===== src/rtl/reducer_pkg.sv =====
// -----------------------------------------------------------------------------
// reducer_pkg
// Shared types and default configuration for the block reducer slice.
//   reducer_state_t : FSM state encoding (IDLE, REQ, COLLECT, HOLD)
//   DEF_*           : default parameter values used by the interface and modules
// -----------------------------------------------------------------------------
package reducer_pkg;

  typedef enum logic [1:0] {
    IDLE    = 2'd0,
    REQ     = 2'd1,
    COLLECT = 2'd2,
    HOLD    = 2'd3
  } reducer_state_t;

  localparam int DEF_WIDTH       = 32;
  localparam int DEF_LOGDEPTH    = 6;
  localparam int DEF_BLOCK_LEN   = 64;
  localparam int DEF_GAP_TIMEOUT = 16;

  // Width needed to hold the values 0..n inclusive.
  function automatic int cnt_width(input int n);
    return (n < 1) ? 1 : $clog2(n + 1);
  endfunction

endpackage


===== src/rtl/block_reducer_if.sv =====
// -----------------------------------------------------------------------------
// block_reducer_if
// Groups the block reducer's request, data and result handshakes.
//   slave  modport : the reducer itself
//   master modport : the requester / product source / result consumer
// Signals:
//   EN_reduce, RDY_reduce         : block reduce request handshake
//   EN_blockRead                  : one-cycle upstream block read request
//   VALID_memVal, memVal_data     : incoming product words
//   VALID_result, result_*        : reduced block result
//   ACK_result                    : consumer accepts the result
// -----------------------------------------------------------------------------
interface block_reducer_if
  import reducer_pkg::*;
#(
  parameter int WIDTH    = DEF_WIDTH,
  parameter int LOGDEPTH = DEF_LOGDEPTH
);

  logic                      EN_reduce;
  logic                      RDY_reduce;
  logic                      EN_blockRead;
  logic                      VALID_memVal;
  logic [WIDTH-1:0]          memVal_data;
  logic                      VALID_result;
  logic [WIDTH+LOGDEPTH-1:0] result_sum;
  logic [WIDTH-1:0]          result_max;
  logic [LOGDEPTH:0]         result_count;
  logic                      result_short;
  logic                      ACK_result;

  modport slave (
    input  EN_reduce,
    output RDY_reduce,
    output EN_blockRead,
    input  VALID_memVal,
    input  memVal_data,
    output VALID_result,
    output result_sum,
    output result_max,
    output result_count,
    output result_short,
    input  ACK_result
  );

  modport master (
    output EN_reduce,
    input  RDY_reduce,
    input  EN_blockRead,
    output VALID_memVal,
    output memVal_data,
    input  VALID_result,
    input  result_sum,
    input  result_max,
    input  result_count,
    input  result_short,
    output ACK_result
  );

endinterface


===== src/rtl/reducer_gap_timer.sv =====
// -----------------------------------------------------------------------------
// reducer_gap_timer
// Counts consecutive idle cycles while a block is being collected.
// Ports:
//   clk, rst : clock, synchronous active-high reset
//   clear    : restart the count at zero (takes priority over tick)
//   tick     : one more idle cycle has elapsed
//   expired  : combinational; high on the tick that brings the count to
//              GAP_TIMEOUT, so the owner can leave on that same edge
// -----------------------------------------------------------------------------
module reducer_gap_timer
  import reducer_pkg::*;
#(
  parameter int GAP_TIMEOUT = DEF_GAP_TIMEOUT
) (
  input  logic clk,
  input  logic rst,
  input  logic clear,
  input  logic tick,
  output logic expired
);

  localparam int CW = cnt_width(GAP_TIMEOUT);

  logic [CW-1:0] cnt_q, cnt_d;

  always_comb begin
    cnt_d   = cnt_q;
    expired = 1'b0;
    if (clear) begin
      cnt_d = '0;
    end else if (tick) begin
      cnt_d = cnt_q + 1'b1;
      if (cnt_q == CW'(GAP_TIMEOUT - 1)) begin
        expired = 1'b1;
      end
    end
  end

  always_ff @(posedge clk) begin
    if (rst) begin
      cnt_q <= '0;
    end else begin
      cnt_q <= cnt_d;
    end
  end

endmodule


===== src/rtl/block_reducer.sv =====
// -----------------------------------------------------------------------------
// block_reducer
// Requests one block from the upstream product buffer, then reduces the words
// that arrive into a sum, a maximum and a beat count. The block ends after
// BLOCK_LEN beats, or early when GAP_TIMEOUT consecutive idle cycles pass.
// The result is held until the consumer acknowledges it.
// Ports:
//   clk  : clock, rising edge
//   rst  : synchronous active-high reset, discards any partial block
//   bus  : block_reducer_if.slave (request, data and result handshakes)
// Configuration:
//   BLOCK_REDUCER_MAX_EN defined   : maximum tracking compiled in
//   BLOCK_REDUCER_MAX_EN undefined : no comparator/register, result_max = 0
// -----------------------------------------------------------------------------
module block_reducer
  import reducer_pkg::*;
#(
  parameter int WIDTH       = DEF_WIDTH,
  parameter int LOGDEPTH    = DEF_LOGDEPTH,
  parameter int BLOCK_LEN   = DEF_BLOCK_LEN,
  parameter int GAP_TIMEOUT = DEF_GAP_TIMEOUT
) (
  input  logic           clk,
  input  logic           rst,
  block_reducer_if.slave bus
);

  localparam int SUM_W = WIDTH + LOGDEPTH;
  // Count value held just before the final beat is accepted.
  localparam logic [LOGDEPTH:0] LAST_CNT = (LOGDEPTH + 1)'(BLOCK_LEN - 1);

  reducer_state_t     state_q, state_d;
  logic [SUM_W-1:0]   sum_q, sum_d;
  logic [LOGDEPTH:0]  count_q, count_d;
  logic               short_q, short_d;
`ifdef BLOCK_REDUCER_MAX_EN
  logic [WIDTH-1:0]   max_q, max_d;
`endif

  logic gap_clear;
  logic gap_tick;
  logic gap_expired;

  reducer_gap_timer #(
    .GAP_TIMEOUT (GAP_TIMEOUT)
  ) u_gap_timer (
    .clk     (clk),
    .rst     (rst),
    .clear   (gap_clear),
    .tick    (gap_tick),
    .expired (gap_expired)
  );

  always_comb begin
    state_d   = state_q;
    sum_d     = sum_q;
    count_d   = count_q;
    short_d   = short_q;
`ifdef BLOCK_REDUCER_MAX_EN
    max_d     = max_q;
`endif
    gap_clear = 1'b0;
    gap_tick  = 1'b0;

    unique case (state_q)
      IDLE: begin
        if (bus.EN_reduce) begin
          state_d   = REQ;
          sum_d     = '0;
          count_d   = '0;
          short_d   = 1'b0;
`ifdef BLOCK_REDUCER_MAX_EN
          max_d     = '0;
`endif
          gap_clear = 1'b1;
        end
      end

      REQ: begin
        state_d = COLLECT;
      end

      COLLECT: begin
        if (bus.VALID_memVal) begin
          sum_d     = sum_q + {{LOGDEPTH{1'b0}}, bus.memVal_data};
          count_d   = count_q + 1'b1;
`ifdef BLOCK_REDUCER_MAX_EN
          if (bus.memVal_data > max_q) begin
            max_d = bus.memVal_data;
          end
`endif
          gap_clear = 1'b1;
          if (count_q == LAST_CNT) begin
            state_d = HOLD;
            short_d = 1'b0;
          end
        end else begin
          gap_tick = 1'b1;
          if (gap_expired) begin
            state_d = HOLD;
            short_d = 1'b1;
          end
        end
      end

      HOLD: begin
        // Fields are frozen here; only the acknowledge moves the FSM.
        if (bus.ACK_result) begin
          state_d = IDLE;
        end
      end

      default: begin
        state_d = IDLE;
      end
    endcase
  end

  always_ff @(posedge clk) begin
    if (rst) begin
      state_q <= IDLE;
      sum_q   <= '0;
      count_q <= '0;
      short_q <= 1'b0;
    end else begin
      state_q <= state_d;
      sum_q   <= sum_d;
      count_q <= count_d;
      short_q <= short_d;
    end
  end

`ifdef BLOCK_REDUCER_MAX_EN
  always_ff @(posedge clk) begin
    if (rst) begin
      max_q <= '0;
    end else begin
      max_q <= max_d;
    end
  end

  assign bus.result_max = max_q;
`else
  assign bus.result_max = '0;
`endif

  assign bus.RDY_reduce   = (state_q == IDLE);
  assign bus.EN_blockRead = (state_q == REQ);
  assign bus.VALID_result = (state_q == HOLD);
  assign bus.result_sum   = sum_q;
  assign bus.result_count = count_q;
  assign bus.result_short = short_q;

endmodule


===== src/flat_wrapper.sv =====
// flat-port wrapper written by rule: the top's interface ports become plain ports
module block_reducer_flat import reducer_pkg::*;
#(
  parameter int WIDTH       = DEF_WIDTH,
  parameter int LOGDEPTH    = DEF_LOGDEPTH,
  parameter int BLOCK_LEN   = DEF_BLOCK_LEN,
  parameter int GAP_TIMEOUT = DEF_GAP_TIMEOUT
)
  (clk, rst, bus_EN_reduce, bus_RDY_reduce, bus_EN_blockRead, bus_VALID_memVal, bus_memVal_data, bus_VALID_result, bus_result_sum, bus_result_max, bus_result_count, bus_result_short, bus_ACK_result);
  block_reducer_if #(.WIDTH(WIDTH), .LOGDEPTH(LOGDEPTH)) bus_i ();
  input  logic clk;
  input  logic rst;
  input wire logic [$bits(bus_i.EN_reduce)-1:0] bus_EN_reduce;
  output wire logic [$bits(bus_i.RDY_reduce)-1:0] bus_RDY_reduce;
  output wire logic [$bits(bus_i.EN_blockRead)-1:0] bus_EN_blockRead;
  input wire logic [$bits(bus_i.VALID_memVal)-1:0] bus_VALID_memVal;
  input wire logic [$bits(bus_i.memVal_data)-1:0] bus_memVal_data;
  output wire logic [$bits(bus_i.VALID_result)-1:0] bus_VALID_result;
  output wire logic [$bits(bus_i.result_sum)-1:0] bus_result_sum;
  output wire logic [$bits(bus_i.result_max)-1:0] bus_result_max;
  output wire logic [$bits(bus_i.result_count)-1:0] bus_result_count;
  output wire logic [$bits(bus_i.result_short)-1:0] bus_result_short;
  input wire logic [$bits(bus_i.ACK_result)-1:0] bus_ACK_result;
  assign bus_i.EN_reduce = bus_EN_reduce;
  assign bus_RDY_reduce = bus_i.RDY_reduce;
  assign bus_EN_blockRead = bus_i.EN_blockRead;
  assign bus_i.VALID_memVal = bus_VALID_memVal;
  assign bus_i.memVal_data = bus_memVal_data;
  assign bus_VALID_result = bus_i.VALID_result;
  assign bus_result_sum = bus_i.result_sum;
  assign bus_result_max = bus_i.result_max;
  assign bus_result_count = bus_i.result_count;
  assign bus_result_short = bus_i.result_short;
  assign bus_i.ACK_result = bus_ACK_result;
  block_reducer #(.WIDTH(WIDTH), .LOGDEPTH(LOGDEPTH), .BLOCK_LEN(BLOCK_LEN), .GAP_TIMEOUT(GAP_TIMEOUT)) u_core (.clk(clk), .rst(rst), .bus(bus_i));
endmodule

===== config.mk =====
export PLATFORM = sky130hd
export DESIGN_NAME = block_reducer_flat
export DESIGN_NICKNAME = d
export VERILOG_FILES = /design/src/rtl/reducer_pkg.sv /design/src/rtl/block_reducer_if.sv /design/src/rtl/reducer_gap_timer.sv /design/src/rtl/block_reducer.sv /design/src/flat_wrapper.sv
export SDC_FILE = /design/constraint.sdc
export NUM_CORES = 1
export LEC_CHECK = 0
export ABC_AREA = 0
export CORE_MARGIN = 1.5
export CORE_UTILIZATION = 48
export DETAILED_ROUTE_END_ITERATION = 8
export PLACE_DENSITY = 0.83
export SYNTH_ARGS = -nofsm -noshare
export SYNTH_HDL_FRONTEND = slang
export SYNTH_SLANG_ARGS = --single-unit

===== constraint.sdc =====
create_clock -name clk -period 4.7 [get_ports clk]
set_input_delay 0.705 -clock clk [delete_from_list [all_inputs] [get_ports clk]]
set_output_delay 0.705 -clock clk [all_outputs]
set_load 0.05 [all_outputs]

Yosys cells after proc, flatten, opt, wreduce, memory -nomap -nowiden
Cells that the tools add are included.
{"block": "word_totals", "ff_bits": 53, "latchBits": 0, "mem_bits_rw": 0, "mem_bits_ro": 0, "in_bits": 37, "out_inout_bits": 81, "wordCells": 49, "mem_count": 0}
{"block": "op_classes", "add_sub_neg": 3, "n_mul": 0, "div": 0, "magnitude_cmp": 0, "eq_ne": 10, "shifts": 0, "n_mux": 25, "bitwise_logic": 0, "reduce_logical": 6}
{"cell": "$mux 38", "count": 2}
{"cell": "$pmux 38 s2", "count": 1}
{"cell": "$add 38x32->38", "count": 1}
{"cell": "$mux 7", "count": 2}
{"cell": "$pmux 7 s2", "count": 1}
{"cell": "$mux 1", "count": 11}
{"cell": "$mux 2", "count": 5}
{"cell": "$pmux 2 s4", "count": 1}
{"cell": "$reduce_and 4->1", "count": 2}
{"cell": "$add 7x1->7 const B", "count": 1}
{"cell": "$eq 7x6->1 const B", "count": 1}
{"cell": "$ne 3x2->1 const B", "count": 2}
{"cell": "$add 5x1->5 const B", "count": 1}
{"cell": "$eq 5x4->1 const B", "count": 1}
{"cell": "$eq 2x2->1 const B", "count": 2}
{"cell": "$ne 2x2->1 const B", "count": 2}
{"cell": "$pmux 1 s2", "count": 2}
{"cell": "$reduce_and 3->1", "count": 1}
{"cell": "$eq 2x1->1 const B", "count": 1}
{"cell": "$logic_not 2->1", "count": 1}
{"cell": "$ne 2x1->1 const B", "count": 1}
{"cell": "$reduce_bool 2->1", "count": 1}
{"cell": "$reduce_or 2->1", "count": 1}

Logic depth before layout (Yosys ltp)
Gate-level depths: netlist (run 1).
{"block": "depth", "ltp_word": 7, "mapped_depth": 11, "ltp_nobuf": 11}

Modules after synthesis
A second synthesis (run 1) with hierarchy kept.
{"block": "unflattened", "cells_unflattened": 539, "hier_area_um2": 4180.3}
{"mod": "block_reducer", "instances": 1, "cells_per_inst": 514, "area_each_um2": 3905.0}
{"mod": "reducer_gap_timer", "instances": 1, "cells_per_inst": 25, "area_each_um2": 275.3}

Worst setup path before layout (run 1)
OpenSTA, ideal clock, no wires.
{"block": "synth_timing", "path_type": "register to register", "startpoint": "reg u_core.sum_q[0] (netlist: u_core.bus.result_sum[0])", "endpoint": "reg u_core.sum_q[32] (netlist: u_core.bus.result_sum[32])", "arrival_time_ns": 2.975, "t_required_ns": 4.632, "setup_slack_ns": 1.657, "path_stages_with_launch": 12, "cell_sequence": "dfxtp_1 -> ha_1 -> inv_1 -> fa_1 -> and2b_1 -> o2111ai_2 -> a211oi_2 -> nor3_2 -> a2111oi_4 -> o21ai_2 -> a2111o_1 -> o21ai_2"}
{"block": "synth_between", "elab_chain_len": 3}
{"item": "from (decl)", "line": "block_reducer.sv:33", "source": "logic [SUM_W-1:0] sum_q, sum_d;"}
{"item": "from (signal assigned)", "line": "block_reducer.sv:127", "source": "sum_q <= sum_d;"}
{"item": "$add 38x32->38", "line": "block_reducer.sv:85", "source": "sum_d = sum_q + {{LOGDEPTH{1'b0}}, bus.memVal_data};"}
{"item": "$mux 38", "line": "block_reducer.sv:84", "source": "if (bus.VALID_memVal) begin"}
{"item": "$pmux 38 s2", "line": "block_reducer.sv:65", "source": "unique case (state_q)"}
No other way between the ends. The select of a mux whose other input is x is not followed.
A chain may end at the register's enable or synchronous reset.

Final worst setup path (run 1)
{"block": "layout_timing", "startpoint": "in bus_memVal_data[0]", "endpoint": "reg u_core.sum_q[32] (netlist: u_core.bus.result_sum[32])"}
{"block": "layout_between", "elab_chain_len": 3}
{"item": "from (decl)", "line": "flat_wrapper.sv:17", "source": "input wire logic [$bits(bus_i.memVal_data)-1:0] bus_memVal_data;"}
{"item": "$add 38x32->38", "line": "block_reducer.sv:85"}
{"item": "$mux 38", "line": "block_reducer.sv:84"}
{"item": "$pmux 38 s2", "line": "block_reducer.sv:65"}
No other way between the ends. The select of a mux whose other input is x is not followed.

==> results of run 1 <==
==> synthesized netlist by cell type (all sizes together) (2+ instances only) <==
cell     count
a221oi       2
a2111oi      2
nand2       53
mux2i        5
nand2b       3
a211oi       5
nand3b       4
o211ai       2
o21bai       2
o31ai        6
dfxtp       53
nor2b        3
clkbuf      17
and2         2
a21oi       44
a21o        21
xor2        13
or2          5
o21a         5
o21ba        2
inv         13
o31a         2
nor2        48
nor4         4
nand4       11
a31oi        6
or3          8
a22oi       14
ha          39
xnor2       18
a2111o       3
o2111ai      3
nor3         8
nand3        8
and3         3
o21ai       30
buf         35
nand4b       2
==> power by group <==
part	leakage, nW	switching, mW	total [mW]	internal, mW
sequential	0.429	0.0669	0.588	0.522
combinational	1.63	0.936	1.42	0.485
clock	0.0481	0.161	0.267	0.106
total	2.11	1.16	2.28	1.11
==> layer usage <==
layer | vias to the layer above | track usage [%] | share of wire [%]
met3 | 12 | 4.34 | 6.0
met5 | - | 0 | 0
met4 | 0 | 4.66 | 0.89
met2 | 124 | 41.1 | 49
met1 | 1884 | 28.1 | 44
li1 | 1938 | - | -
==> cell type report <==
type	count	share of cell area, %
Tap cell	105	2.62
Inverter	13	0.972
Timing Repair Buffer	88	17.4
Clock inverter	3	0.449
Clock buffer	5	1.37
Multi-Input combinational cell	426	56.1
Sequential cell	53	21.1
==> worst max-delay path, delay by kind of cell <==
family	cells	cell delay [ns]
buffers and inverters	2	0.52
AO/OA/AOI/OAI	6	1.54
adder cells (fa/ha/maj)	2	0.55
AND/OR/NAND/NOR	2	0.37
==> registers in the layout, summed over array words and instances, names as in the netlist <==
register and count:
u_core.state_q 2, u_core.u_gap_timer.cnt_q 5, u_core.bus.result_sum 38, u_core.bus.result_count 7, u_core.bus.result_short 1
==> stage by stage <==
| step | area (µm²) | power, mW | setup WS (ns) | util [%] |
|---|---|---|---|---|
| floorplan | 4240 | 1.65 | 1.66 | - |
| global route | 5020 | 2.43 | 1.11 | 60.8 |
| global placement | 4930 | 1.97 | 1.04 | 59.7 |
| detailed placement | 4930 | 2.00 | 0.989 | 59.7 |
| CTS | 5020 | 2.27 | 1.27 | 60.8 |
| finish | 5020 | 2.28 | 1.27 | 60.8 |
==> cell families after synthesis <==
| kind of cell | after synthesis | share of synthesized area [%] |
|---|---|---|
| and+or+nand+nor | 166 | 19.4 |
| AOI/OAI and AO/OA | 152 | 25.8 |
| buffers and inverters | 65 | 8.86 |
| DFF | 53 | 25.7 |
| adders and majority gates | 40 | 12.3 |
| xor gates and xnor gates | 31 | 6.58 |
| muxes | 5 | 1.21 |
| other | 1 | 0.0909 |
==> path summary, 6_finish.rpt <==
path              slack, ns                      start  depth (start not counted)                         to
hold reg to reg        0.49  u_core.bus.result_sum[37]                          2  u_core.bus.result_sum[37]
hold / removal         0.49  u_core.bus.result_sum[37]                          2  u_core.bus.result_sum[37]
setup reg to reg       1.73   u_core.bus.result_sum[0]                         11  u_core.bus.result_sum[32]
setup / recovery       1.27         bus_memVal_data[0]                         12  u_core.bus.result_sum[32]
==> results.toml, run 1 <==
[drt]
vias = 3958
via_per_inst = 5.71
post_drt_wl_per_cell_um = 14.9
drt_pre_antenna_iters = 4
drc_errors = 0
drt_iter0_markers = 142
wl_mm = 10.3
ant_nets = 0

[final_layout]
final_common_cell = "clkdlybuf4s50_1"
fin_nets = 664
multiInputGateArea_um2 = 2810
area.sequential_um2 = 1060
area_growth_pct = 21.7
stdcell_count = 693
drive_above_1_share_pct = 6.12
antenna_cells = 0
nFillCells = 751
layout_common_cells = "clkdlybuf4s50_1 (85), nand2_1 (53), dfxtp_1 (53)"

[floorplanning]
rows = 33
fp.dieH_um = 95.7
initial_core_util_pct = 49.9
core_area_um2 = 8260
num_io_pins = 118
die_width_um = 95.7
die_area_um2 = 9160

[timing]
drv_slew = 0
worst_pin_slew_ns = 1.25
tns_ns = 0
relSlewSlack_pct = 16.3
min_period_ns = 3.43
fmax_ghz = 0.291
fin_crit_sh_pct = 73.0
skew_ns = 0.00758
holdWs_ns = 0.487
final_hold_viol_count = 0
setup_viol = 0
rsz0062_at_grt = "false"

[worst_setup_path]
end_kind = "register"
critPathKind = "in2reg"
critPathLaunchType = "input pin"
cp_data_arrival_time_ns = 3.68
critPathMaxFanout = 6
crit_top_cell = "o21ai_2"
crit_chain = "clkdlybuf4s50_1 > ha_1 > inv_1 > fa_1 > and2b_1 > o2111ai_2 > a211oi_2 > nor3_2 > a2111oi_4 > o21ai_2 > a2111o_1 > o21ai_2"
crit_path_top_delay_cell = "clkdlybuf4s50_1"
cp.required_ns = 4.95
cp_slowest_stage_delay_ns = 0.46

[grt]
grt_pass1_wl_mm = 17.0
grt_max_degree = 36
grt_pass1_vias = 3862
antenna_found_initial = 0
grt-ovfl-total = 0
groute.usage.overall_pct = 22.8

[placed_design]
portBuffers = 85
routabilityCongestion = 0.889
dp_cells = 685
dp_hpwl_mm = 7.92

[logic_synthesis]
ys_seq_area_share_pct = 25.7
synthArstFlopShare_pct = 0
ys_ff_latch = 53
syn_area_per_cell_um2 = 8.04
synth_top_cell_area_share_pct = 25.7
synth_area_um2 = 4120
yosysTopAreaCell = "dfxtp_1"
synthCells = 513
synth_edf_count = 0
synth_area_leaders = "dfxtp_1 (26%), ha_1 (12%), buf_4 (5.8%), a21oi_1 (5.2%), nand2_1 (4.8%)"
yosysWarnings = 0
ys.flop_type = "dfxtp_1"
ys_types = 60

[status]
outcome = "complete, no violations"

[power]
powerDensity_nw_per_um2 = 453
peakVddDrop_v = 0.000330
p_leak_nw = 2.11

[clocking]
post_cts_buffers = 0
cts.repair.resized = 0
clock_latency_ns = 0.30
cts_hold_buf = 0
clock_tree.root_cell = "clkbuf_8"
cts.clk_slew.worst_paths_ns = 0.10
cts.path.max_buffers = 2
htree_levels = 2
cts_tree = "done"
cts_made_buffers = 5
cts_num_sinks = 53

[run]
maxCapViolations = 0

[hold_path]
hp-class = "reg2reg"
No activity file was read; power rests on OpenSTA's default activity.
==> run 2: changes to the inputs <==
--- a/config.mk
+++ b/config.mk
@@ -7,9 +7,9 @@
 export LEC_CHECK = 0
 export ABC_AREA = 0
 export CORE_MARGIN = 1.5
-export CORE_UTILIZATION = 48
+export CORE_UTILIZATION = 44
 export DETAILED_ROUTE_END_ITERATION = 8
-export PLACE_DENSITY = 0.83
+export PLACE_DENSITY = 0.81
 export SYNTH_ARGS = -nofsm -noshare
 export SYNTH_HDL_FRONTEND = slang
 export SYNTH_SLANG_ARGS = --single-unit
==> constraint.sdc (replaced) <==
create_clock -name clk -period 2.76 [get_ports clk]
set_input_delay 0.414 -clock clk [delete_from_list [all_inputs] [get_ports clk]]
set_output_delay 0.414 -clock clk [all_outputs]
set_load 0.05 [all_outputs]
==> results.toml, run 2 (synthesis results as in run 1) <==
[final_layout]
drive_above_1_share_pct = 18.4
largest_reg_flops = 38
finalCoreUtilization_pct = 62.1
final_common_cell = "clkdlybuf4s50_1"
layout_common_cells = "clkdlybuf4s50_1 (83), buf_4 (67), nand2_1 (53)"
nFillCells = 763
area_growth_pct = 37.8
fin_nets = 729
antenna_cells = 0

[power]
p_leak_nw = 2.44
peakVddDrop_v = 0.000460
p_int_mw = 2.11
powerDensity_nw_per_um2 = 743
p_sw_mw = 2.11
pwr-share-comb_pct = 64.8
seq_power_share_pct = 23.8
swShare_pct = 50.0
clkPwrFrac_pct = 11.5

[placed_design]
routabilityCongestion = 0.901
portBuffers = 85
dpl_worst_slack_ns = -0.560
dp_hpwl_mm = 8.77

[hold_path]
hp-class = "reg2reg"
hold_start = "u_core.bus.result_sum[37]"

[timing]
fmax_ghz = 0.368
worst_pin_slew_ns = 0.679
min_period_ns = 2.72
setup_slack_ns = 0.0403
setup_viol = 0
holdWs_ns = 0.487
fin_crit_sh_pct = 98.5
rsz0062_at_grt = "true"
skew_ns = 0.00670
relSlewSlack_pct = 54.6
tns_ns = 0
final_hold_viol_count = 0
drv_slew = 0

[floorplanning]
core_area_um2 = 9150
initial_core_util_pct = 45.1
rows = 35
fp.dieH_um = 99.8
num_io_pins = 118
die_area_um2 = 9960
die_width_um = 99.8

[grt]
grt_pass1_vias = 4099
grt_pass1_wl_mm = 19.0
grt_max_degree = 28
grt-ovfl-total = 0
groute.usage.overall_pct = 23.3
antenna_found_initial = 0

[clocking]
cts_made_buffers = 5
htree_levels = 2
clock_latency_ns = 0.32
cts_num_sinks = 53
cts.path.max_buffers = 2
cts_tree = "done"
clock_tree.root_cell = "clkbuf_8"
cts.clk_slew.worst_paths_ns = 0.11

[drt]
wl_mm = 12.0
post_drt_wl_per_cell_um = 15.6
drc_errors = 0
vias = 4226
ant_nets = 0
drt_pre_antenna_iters = 5
via_per_inst = 5.53
drt_iter0_markers = 216

[run]
maxCapViolations = 0

[worst_setup_path]
end_kind = "register"
worstReg2RegStart = "u_core.bus.result_sum[0]"
critPathMaxFanout = 4
critPathKind = "reg2reg"
worstSetupStartpoint = "u_core.bus.result_sum[0]"
cp.required_ns = 3.01
critPathLaunchType = "register"
cp_data_arrival_time_ns = 2.97

[status]
outcome = "complete, no violations"
-- run 2: cell count changes in the layout (fill, tap and decap cells not counted), sizes merged --
cell and delta:
buf +65, clkdlybuf4s50 -2, clkinv -1, dlygate4sd2 +2
inv +1
-- run 2: layout make-up --
| cell class | instances | area (µm²) | share of cell area [%] |
|---|---|---|---|
| clock inverter | 3 | 26.3 | 0.462 |
| inverter | 13 | 48.8 | 0.859 |
| sequential | 53 | 1070 | 18.8 |
| tap | 111 | 139 | 2.44 |
| clock buffer | 5 | 68.8 | 1.21 |
| multi-input combinational | 426 | 2960 | 52.1 |
| timing repair buffer | 153 | 1370 | 24.1 |
-- run 2: power by group through the flow --
stage | Sequential, mW | Combinational [mW] | Clock (mW)
floorplan | 1.35 | 1.46 | 0
global placement | 1.01 | 2.58 | 0
CTS | 1.00 | 2.66 | 0.494
global route | 1.02 | 2.93 | 0.525
detailed placement | 1.02 | 2.64 | 0
finish | 1.00 | 2.73 | 0.484
-- run 2: critical path, stage by stage (launching register included) --
cell and delay (ns):
dfxtp_4 0.37, ha_4 0.13, inv_2 0.04, fa_2 0.33, and2b_2 0.27, o2111ai_4 0.14
a211oi_4 0.32, nor3_4 0.09, a2111oi_4 0.33, o21ai_2 0.12, a2111o_1 0.44, o21ai_2 0.07
-- run 2: per-stage QoR --
stage | power [mW] | area, µm² | instances
3_3_place_gp | 3.59 | 5370 | 746
2_1_floorplan | 2.81 | 4250 | 544
5_1_grt | 4.48 | 5680 | 764
4_1_cts | 4.15 | 5520 | 760
6_report | 4.22 | 5680 | 764
3_5_place_dp | 3.66 | 5370 | 746
-- run 2: routing by layer --
layer | vias to the layer above | routed length (µm) | track usage [%]
li1 | 2062 | - | -
met1 | 2009 | 5170 | 28.1
met2 | 141 | 5970 | 42.2
met3 | 14 | 713 | 4.94
met4 | 0 | 110 | 5.20
met5 | - | 0 | 0
-- run 2: what timing repair did --
action | in CTS | in global routing
gates resized for setup | 6 | 25
endpoints found under the setup margin | 10 | 18
setup buffers | 6 | 4
hold buffers | 0 | 0
pin swaps | 10 | 15
-- run 2: final timing paths --
check | to | slack [ns] | cells past startpoint
max | u_core.bus.result_sum[32] | 0.04 | 11
min | u_core.bus.result_sum[37] | 0.49 | 2
max reg2reg | u_core.bus.result_sum[32] | 0.04 | 11
min reg2reg | u_core.bus.result_sum[37] | 0.49 | 2
